[config.mk]
export PLATFORM = sky130hd
export DESIGN_NAME = out_fb_monitor
export DESIGN_NICKNAME = d
export VERILOG_FILES = /design/src/rtl/out_mon_pkg.sv /design/src/rtl/fb_chan_filter.sv /design/src/rtl/out_fb_monitor.sv
export SDC_FILE = /design/constraint.sdc
export NUM_CORES = 1
export LEC_CHECK = 0
export CAP_MARGIN = 0
export CORE_ASPECT_RATIO = 0.75
export CORE_UTILIZATION = 53
export CTS_CLUSTER_DIAMETER = 80
export DETAILED_ROUTE_END_ITERATION = 7
export HOLD_SLACK_MARGIN = 0.02
export PLACE_DENSITY = 0.75
export SLEW_MARGIN = 20
export SYNTH_ARGS = -nofsm -noshare
export SYNTH_HDL_FRONTEND = slang
export SYNTH_SLANG_ARGS = --single-unit
[constraint.sdc]
create_clock -name pclk_50M -period 3 [get_ports pclk_50M]
set_input_delay 0.6 -clock pclk_50M [delete_from_list [all_inputs] [get_ports pclk_50M]]
set_output_delay 0.6 -clock pclk_50M [all_outputs]
set_load 0.01 [all_outputs]
[src/rtl/out_mon_pkg.sv]
// Shared constants and state encoding for the output feedback monitor.
package out_mon_pkg;

    localparam int NP             = 8;
    localparam int NO             = 28;
    localparam int SETTLE_CYC_DEF = 500000;
    localparam int FILT_CYC_DEF   = 8;
    localparam int FILT_W         = 4;

    typedef enum logic [1:0] {
        ST_SETTLE  = 2'd0,
        ST_MONITOR = 2'd1,
        ST_FAULT   = 2'd2
    } mon_state_t;

endpackage

[src/rtl/fb_chan_filter.sv]
// One monitored channel: readback synchronizer, mismatch filter and fault latch.
// Macro FB_FORCE_OFF_EN: gate the channel's command off while its fault is latched.
module fb_chan_filter
    import out_mon_pkg::*;
#(
    parameter int FILT_CYC = FILT_CYC_DEF
) (
    input  logic pclk_50M,
    input  logic rst,
    input  logic fb_async,
    input  logic cmd,
    input  logic filt_en,
    input  logic clr,
    output logic mismatch,
    output logic hit,
    output logic fault,
    output logic gout
);

    localparam logic [FILT_W-1:0] FILT_MAX  = FILT_W'(FILT_CYC);
    localparam logic [FILT_W-1:0] FILT_LAST = FILT_W'(FILT_CYC - 1);

    logic              fb_sync_p0;
    logic              fb_sync_p1;
    logic [FILT_W-1:0] filt_cnt;

    // Stage p0/p1: two-flop synchronizer for the asynchronous readback
    always_ff @(posedge pclk_50M) begin
        if (rst) begin
            fb_sync_p0 <= 1'b0;
            fb_sync_p1 <= 1'b0;
        end else begin
            fb_sync_p0 <= fb_async;
            fb_sync_p1 <= fb_sync_p0;
        end
    end

    assign mismatch = fb_sync_p1 ^ cmd;
    assign hit      = filt_en && mismatch && (filt_cnt >= FILT_LAST);

    always_ff @(posedge pclk_50M) begin
        if (rst || !filt_en || !mismatch) begin
            filt_cnt <= '0;
        end else if (filt_cnt != FILT_MAX) begin
            filt_cnt <= filt_cnt + 1'b1;
        end
    end

    // A new latch event takes priority over a simultaneous clear
    always_ff @(posedge pclk_50M) begin
        if (rst) begin
            fault <= 1'b0;
        end else if (hit) begin
            fault <= 1'b1;
        end else if (clr) begin
            fault <= 1'b0;
        end
    end

`ifdef FB_FORCE_OFF_EN
    assign gout = cmd & ~fault;
`else
    assign gout = cmd;
`endif

endmodule

[src/rtl/out_fb_monitor.sv]
// Compares output-stage commands against relay/driver readback and latches
// per-channel faults after a settle mask and a consecutive-mismatch filter.
module out_fb_monitor
    import out_mon_pkg::*;
#(
    parameter int SETTLE_CYC = SETTLE_CYC_DEF,
    parameter int FILT_CYC   = FILT_CYC_DEF
) (
    input  logic          pclk_50M,
    input  logic          rst,
    input  logic [1:NP]   eoutP,
    input  logic [1:NO]   eout,
    input  logic [1:NP]   fbP,
    input  logic [1:NO]   fb,
    input  logic          clr_fault,
    output logic [1:NP]   faultP,
    output logic [1:NO]   fault,
    output logic          any_fault,
    output logic          monitoring,
    output logic [1:NP]   goutP,
    output logic [1:NO]   gout
);

    localparam int              CNT_W       = (SETTLE_CYC > 1) ? $clog2(SETTLE_CYC) : 1;
    localparam logic [CNT_W-1:0] SETTLE_LOAD = CNT_W'(SETTLE_CYC - 1);

    mon_state_t       state;
    mon_state_t       state_nxt;
    logic [CNT_W-1:0] settle_cnt;
    logic [CNT_W-1:0] settle_cnt_nxt;
    logic             mask_act;
    logic             mask_act_nxt;

    logic [1:NP]      cmdP_p0;
    logic [1:NO]      cmd_p0;
    logic [1:NP]      mmP;
    logic [1:NO]      mm;
    logic [1:NP]      hitP;
    logic [1:NO]      hit;

    logic             cmd_chg;
    logic             any_mm;
    logic             any_hit;
    logic             filt_en;
    logic             clr_ok;

    // Stage p0: registered command, reference for change detection and compare
    always_ff @(posedge pclk_50M) begin
        if (rst) begin
            cmdP_p0 <= '0;
            cmd_p0  <= '0;
        end else begin
            cmdP_p0 <= eoutP;
            cmd_p0  <= eout;
        end
    end

    assign cmd_chg   = (eoutP != cmdP_p0) || (eout != cmd_p0);
    assign any_mm    = (|mmP) | (|mm);
    assign any_hit   = (|hitP) | (|hit);
    assign any_fault = (|faultP) | (|fault);

    // In FAULT the settle mask is tracked separately so latched faults survive a command change
    assign filt_en = !cmd_chg &&
                     ((state == ST_MONITOR) || ((state == ST_FAULT) && !mask_act));
    assign clr_ok  = clr_fault && !any_mm && (state == ST_FAULT);

    for (genvar i = 1; i <= NP; i++) begin : g_pwr
        fb_chan_filter #(.FILT_CYC(FILT_CYC)) u_chan (
            .pclk_50M (pclk_50M),
            .rst      (rst),
            .fb_async (fbP[i]),
            .cmd      (cmdP_p0[i]),
            .filt_en  (filt_en),
            .clr      (clr_ok),
            .mismatch (mmP[i]),
            .hit      (hitP[i]),
            .fault    (faultP[i]),
            .gout     (goutP[i])
        );
    end

    for (genvar j = 1; j <= NO; j++) begin : g_sig
        fb_chan_filter #(.FILT_CYC(FILT_CYC)) u_chan (
            .pclk_50M (pclk_50M),
            .rst      (rst),
            .fb_async (fb[j]),
            .cmd      (cmd_p0[j]),
            .filt_en  (filt_en),
            .clr      (clr_ok),
            .mismatch (mm[j]),
            .hit      (hit[j]),
            .fault    (fault[j]),
            .gout     (gout[j])
        );
    end

    always_ff @(posedge pclk_50M) begin
        if (rst) begin
            state      <= ST_SETTLE;
            settle_cnt <= SETTLE_LOAD;
            mask_act   <= 1'b0;
            monitoring <= 1'b0;
        end else begin
            state      <= state_nxt;
            settle_cnt <= settle_cnt_nxt;
            mask_act   <= mask_act_nxt;
            monitoring <= (state_nxt == ST_MONITOR);
        end
    end

    always_comb begin
        state_nxt      = state;
        settle_cnt_nxt = settle_cnt;
        mask_act_nxt   = mask_act;
        case (state)
            ST_SETTLE: begin
                if (cmd_chg) begin
                    settle_cnt_nxt = SETTLE_LOAD;
                end else if (settle_cnt == '0) begin
                    state_nxt = ST_MONITOR;
                end else begin
                    settle_cnt_nxt = settle_cnt - 1'b1;
                end
            end
            ST_MONITOR: begin
                if (cmd_chg) begin
                    state_nxt      = ST_SETTLE;
                    settle_cnt_nxt = SETTLE_LOAD;
                end else if (any_hit) begin
                    state_nxt = ST_FAULT;
                end
            end
            ST_FAULT: begin
                if (clr_ok && !any_hit) begin
                    state_nxt      = ST_SETTLE;
                    settle_cnt_nxt = SETTLE_LOAD;
                    mask_act_nxt   = 1'b0;
                end else if (cmd_chg) begin
                    settle_cnt_nxt = SETTLE_LOAD;
                    mask_act_nxt   = 1'b1;
                end else if (mask_act) begin
                    if (settle_cnt == '0) begin
                        mask_act_nxt = 1'b0;
                    end else begin
                        settle_cnt_nxt = settle_cnt - 1'b1;
                    end
                end
            end
            default: begin
                state_nxt      = ST_SETTLE;
                settle_cnt_nxt = SETTLE_LOAD;
                mask_act_nxt   = 1'b0;
            end
        endcase
    end

endmodule

## Word-level counts from Yosys, hierarchy flattened

Index checks and enable logic that the tools add are counted.

| operators by class | value |
|---|---|
| add/subtract/negate cells | 37 |
| multipliers | 0 |
| div/mod/pow operators | 0 |
| magnitude comparators | 36 |
| equality and inequality tests | 43 |
| shift-type cells | 0 |
| muxes and demuxes | 55 |
| bitwise operators | 39 |
| reduce and logical (&&, ||, !) cells | 203 |

Operators with widths:

| cell | count |
|---|---|
| 4-bit by 1-bit adder with 4-bit output, second input constant | 36 |
| 4-bit by 3-bit >= comparator with 1-bit output, second input constant | 36 |
| 4-bit != test, second input constant | 36 |
| 19-bit two-way mux | 6 |
| 28-bit OR reduction | 3 |
| 1-bit logical AND | 77 |
| 2-bit nonzero test | 36 |
| 19-bit one-hot mux with 3 select lines | 1 |
| 1-bit zero test | 41 |
| 1-bit two-way mux | 41 |
| 1-bit logical OR | 39 |
| 1-bit bitwise XOR | 36 |
| 28-bit != test | 1 |
| 8-bit OR reduction | 3 |
| 19-bit zero test | 1 |
| 19-bit by 1-bit subtractor with 19-bit output, second input constant | 1 |
| 2-bit two-way mux | 5 |
| 8-bit != test | 1 |
| 2-bit one-hot mux with 3 select lines | 1 |
| 2-bit by 1-bit equality test with 1-bit output, second input constant | 2 |
| 4-bit by 3-bit != test with 1-bit output, second input constant | 1 |
| 1-bit bitwise OR | 3 |
| 2-bit equality test, second input constant | 1 |
| 2-bit zero test | 1 |
| other kinds (4) | 4 |

| storage, ports and cells | value |
|---|---|
| register bits | 311 |
| latch bits | 0 |
| RAM bits | 0 |
| ROM bits | 0 |
| input bits | 75 |
| word-level logic and storage cells | 563 |
| memories kept | 0 |

## Depth between registers and ports, before layout

| depth | value |
|---|---|
| word-level depth | 13 |
| mapped depth | 9 |

## Modules after synthesis

From an unflattened synthesis, not the netlist that was laid out.

| second synthesis, totals | value |
|---|---|
| cells, all modules | 1531 |
| area total of the unflattened synthesis | 14450.1 um2 |

By module, submodules not included:

| module | times used | cells an instance | area an instance (um2) |
|---|---|---|---|
| fb_chan_filter | 36 | 33 | 316.6 |
| out_fb_monitor | 1 | 343 | 3054.2 |

## Least setup slack after synthesis

No wires, ideal clock.

| timing path | value |
|---|---|
| path type | input to register |
| start point | input port eout[9] (netlist name) |
| end point | register settle_cnt[13] |
| data arrival time | 2.349 ns |
| data required time | 2.875 ns |
| path slack | 0.526 ns |
| stages on the path | 9 |
| buffers on the path | 2 |
| path through | xnor2_1 -> nand4_1 -> nor4_4 -> nand4b_2 -> or3_4 -> buf_6 -> buf_6 -> o31ai_1 -> o21ai_1 |

| between the ends | value |
|---|---|
| longest elaborated chain between the ends | 12 |

Ends and longest elaborated chain:

| element | RTL line | text |
|---|---|---|
| start, declared | out_fb_monitor.sv:12 | `input logic [1:NO] eout,` |
| 28-bit != test (*) | out_fb_monitor.sv:58 | `assign cmd_chg = (eoutP != cmdP_p0) \|\| (eout != cmd_p0);` |
| 1-bit logical OR (*) | out_fb_monitor.sv:58 |  |
| 1-bit zero test | out_fb_monitor.sv:64 | `assign filt_en = !cmd_chg &&` |
| 1-bit logical AND | out_fb_monitor.sv:64 |  |
| 1-bit logical AND (2 in a row) | fb_chan_filter.sv:39 | `assign hit = filt_en && mismatch && (filt_cnt >= FILT_LAST);` |
| 28-bit OR reduction / 8-bit OR reduction (equally long branches) | out_fb_monitor.sv:60 | `assign any_hit = (\|hitP) \| (\|hit);` |
| 1-bit bitwise OR | out_fb_monitor.sv:60 |  |
| 1-bit zero test | out_fb_monitor.sv:135 | `if (clr_ok && !any_hit) begin` |
| 1-bit logical AND | out_fb_monitor.sv:135 |  |
| 19-bit two-way mux / 4-bit by 3-bit != test with 1-bit output (equally long branches) | n/a |  |
| 19-bit one-hot mux with 3 select lines / 2-bit AND reduction (equally long branches) | n/a |  |
| end signal, assigned | out_fb_monitor.sv:106 | `settle_cnt <= settle_cnt_nxt;` |
| end, declared | out_fb_monitor.sv:29 | `logic [CNT_W-1:0] settle_cnt;` |

Every way passes the cells marked *; elsewhere a longest branch is shown, timed or not.
A chain may end at the register's enable or synchronous reset.

## Final worst setup path

| timing path | value |
|---|---|
| start point | register g_sig[13].u_chan.fault |
| end point | output port any_fault |

| between the ends | value |
|---|---|
| longest elaborated chain between the ends | 2 |

Ends and longest elaborated chain:

| element | RTL line | text |
|---|---|---|
| start, declared | fb_chan_filter.sv:16 | `output logic fault,` |
| start signal, assigned | fb_chan_filter.sv:52 | `fault <= 1'b0;` |
| start signal, assigned | fb_chan_filter.sv:54 | `fault <= 1'b1;` |
| start signal, assigned | fb_chan_filter.sv:56 | `fault <= 1'b0;` |
| 28-bit OR reduction | out_fb_monitor.sv:61 | `assign any_fault = (\|faultP) \| (\|fault);` |
| 1-bit bitwise OR | out_fb_monitor.sv:61 |  |
| end, declared | out_fb_monitor.sv:18 | `output logic any_fault,` |

Every way passes these cells.

==> metrics.md <==
| Metric | Value |
|---|---|
| Vias/cell | 5.30 |
| Worst Hold Endpoint | g_sig[23].u_chan.fb_sync_p1 |
| Mapped Area | 14200 µm² |
| Routed Antenna Nets | 0 |
| Core area | 26200 µm² |
| WL final | 33.1 mm |
| # resized after CTS | 1 |
| Startpoint types | flop |
| Post-Syn Instances | 1558 |
| Clk_lat worst skew | 0.57 ns |
| DR iter-0 viols | 611 |
| CTS tree | done |
| Area delta synth->final | 18.8% |
| Cell row count | 51 |
| Cts hold-fix bufs | 0 |
| Setup-failing EPs final | 0 |
| Period utilization | 97.5% |
| Post-place setup slack | -0.303 ns |
| Critical path arrival | 2.33 ns |
| Vias | 10800 |
| Die Height | 144 µm |
| Synth warn | 0 |
| Clk buf depth | 3 |
| FF+latch area | 6230 µm² |
| Antenna Cells | 0 |
| WHS Path Cells | 1 |
| Vias in the first global route | 10400 |
| Area leader, netlist | dfxtp_1 |
| R2R depth | 8 |
| R2r setup slk | 0.32 ns |
| Top-count cell post-synth | dfxtp_1 |
| Post-synth top area share | 43.8% |
| Initial Util | 54.3% |
| Synth area leaders | dfxtp_1 (44%), ha_1 (6.5%), xnor2_1 (6.4%), nor2_1 (5.2%), nor2b_1 (4.8%) |
| Syn nets | 1707 |
| Nets | 1827 |
| Clk sink count | 311 |
| CP endpoint kind | output pin |
| Hold Fails Final Rpt | 0 |
| Layout cells sized above 1 | 8.64% |
| Reg-to-reg endpoint | settle_cnt[12] |
| Maximum clock rate | 0.342 GHz |
| First-pass GRT wire length | 52.3 mm |
| Synth Flop Type | dfxtp_1 |
| Overflow after GRT | 0 |
| Mean post-synth cell area | 9.11 µm² |
| Slew Viols, Final | 0 |
| Post-route DRC | 0 |
| Setup total negative slack | 0 ns |
| Slack of the critical path | 0.0736 ns |
| Seq/Total Area, Yosys | 43.8% |
| PD cells | 514 nW/µm² |
| First-pass DRT Iterations | 6 |
| Clock root cell | clkbuf_16 |
| H-tree level count | 1 |
| DIE WIDTH | 191 µm |
| Footprint of the multi-input gates | 6960 µm² |
| Tightest Hold Check Type | flop to flop |
| Worst VDD drop | 0.482 mV |
| Critical path required time | 2.40 ns |
| RSZ-0062 raised after global routing | false |
| Pin count of the biggest net entering global routing | 183 |
| Fin crit period | 2.93 ns |
| GP Congestion | 0.857 |
| # fillers | 2163 |
| Post-CTS Setup Inserts | 0 |
| EDFF count, synth | 0 |
| Reg clk slew, reported paths | 0.06 ns |
| Buffers on Ports | 148 |
| Initial antenna violation count | 3 |
| Max_slew headroom | 48.2% |
| Pleak | 6.33 nW |
| Hold Startpoint | g_sig[23].u_chan.fb_sync_p0 |
| Worst flop-to-flop path startpoint | cmdP_p0[8] |
| CP Class | flop to output pin |
| Post-DP HPWL | 24.5 mm |
| Die ar. | 27500 µm² |
| Synthesized flop and latch total | 311 |
| Worst Max-Slew Pin Slew | 0.777 ns |
| Synth cell types | 48 |
| GRT Total Usage | 24.2% |
| Setup skew after layout | 0.0192 ns |
| Wire per inst | 16.2 µm |
| Async SR Flop Fraction | 0% |
| Max-capacitance violation count | 0 |
| Num CTS Buffers | 31 |
| # IOs | 149 |
| Largest fanout on the critical path | 3 |
| Outcome | finished clean |
| Synth top cells by count | dfxtp_1 (311), nor2_1 (195), nor2b_1 (110) |
## area by class of cell
| class | count | share of cell area (%) |
|---|---|---|
| Multi-Input combinational cell | 1056 | 41.3 |
| Tap cell | 344 | 2.55 |
| Inverter | 81 | 1.80 |
| Sequential cell | 311 | 36.9 |
| Timing Repair Buffer | 197 | 11.3 |
| Clock inverter | 16 | 1.10 |
| Clock buffer | 40 | 5.04 |
## per-layer routing
layer / vias up / global-route usage, % / part of all wire [%]
li1: 5362 / - / -
met1: 5062 / 32.9 / 46
met2: 344 / 37.9 / 43
met3: 69 / 4.98 / 7.7
met4: 2 / 8.46 / 3.2
met5: - / 0 / 0.039
## worst max path at each step
| stage | startpoint | to | slack (ns) | cells after the start |
|---|---|---|---|---|
| finish | g_sig[13].u_chan.fault | any_fault | 0.07 | 5 |
| global route | g_sig[12].u_chan.fault | any_fault | 0.03 | 5 |
| CTS | g_pwr[2].u_chan.fault | any_fault | 0.1 | 5 |
| detailed placement | eout[28] | settle_cnt[12] | -0.30 | 9 |
| global placement | eout[28] | settle_cnt[12] | -0.26 | 9 |
| floorplan | eout[9] | settle_cnt[13] | 0.53 | 9 |
## per-stage QoR
stage	instances	power [mW]	cell area [µm²]	hold WS (ns)	utilization, %
3_5_place_dp	1989	4.84	15800	0.420	60.5
5_1_grt	2045	8.96	16900	0.446	64.5
6_report	2045	8.67	16900	0.427	64.5
4_1_cts	2045	8.72	16900	0.425	64.5
3_3_place_gp	1989	4.83	15800	0.416	60.5
2_1_floorplan	1558	4.57	14200	0.414	-
## cells in the final DEF, fill, tap and decap left out, types with 29 or more instances in the layout
cell type        Yosys  layout
dfxtp_1            311     311
nor2b_1            110     110
clkdlybuf4s50_1      0     147
nand2_1             56      56
a21oi_1             72      72
a22oi_1             36      36
nor4_1              30      29
nand3_1             44      44
xnor2_1            103     103
or2_2               35      35
inv_1               81      81
nand3b_1            35      35
or3_1               36      36
buf_4               72      44
nor2_1             195     195
nand2b_1            39      39
ha_1                74      74
xor2_1              41      41
clkbuf_16            0      31
mux2i_1             35      35
## sequential cells by signal (all words and copies together) (netlist names), 19 cells and up
name,count
g_sig.u_chan.filt_cnt,112
g_pwr.u_chan.filt_cnt,32
cmd_p0,28
g_sig.u_chan.fault,28
g_sig.u_chan.fb_sync_p0,28
g_sig.u_chan.fb_sync_p1,28
settle_cnt,19
## cells by family after synthesis
kind of cell             synth area share (%)
AND/OR/NAND/NOR                          24.1
flip-flops                               43.8
buffers and inverters                    7.15
AO/OA/AOI/OAI                            6.88
XOR/XNOR                                 8.88
adder cells (fa/ha/maj)                  6.52
multiplexers                             2.63
## worst max-delay path: stages, from the launching register on
cell             delay (ns)
dfxtp_1                0.35
nor4_2                 0.41
nand4_1                0.18
nor2_1                 0.23
nand4_1                0.10
clkdlybuf4s50_1        0.49
## power breakdown
| group | switching, mW | leakage, nW | internal [mW] |
|---|---|---|---|
| clock | 1.66 | 0.503 | 2.26 |
| sequential | 0.0466 | 2.53 | 4.20 |
| combinational | 0.232 | 3.30 | 0.269 |
Power figures use the tool's default switching activity.
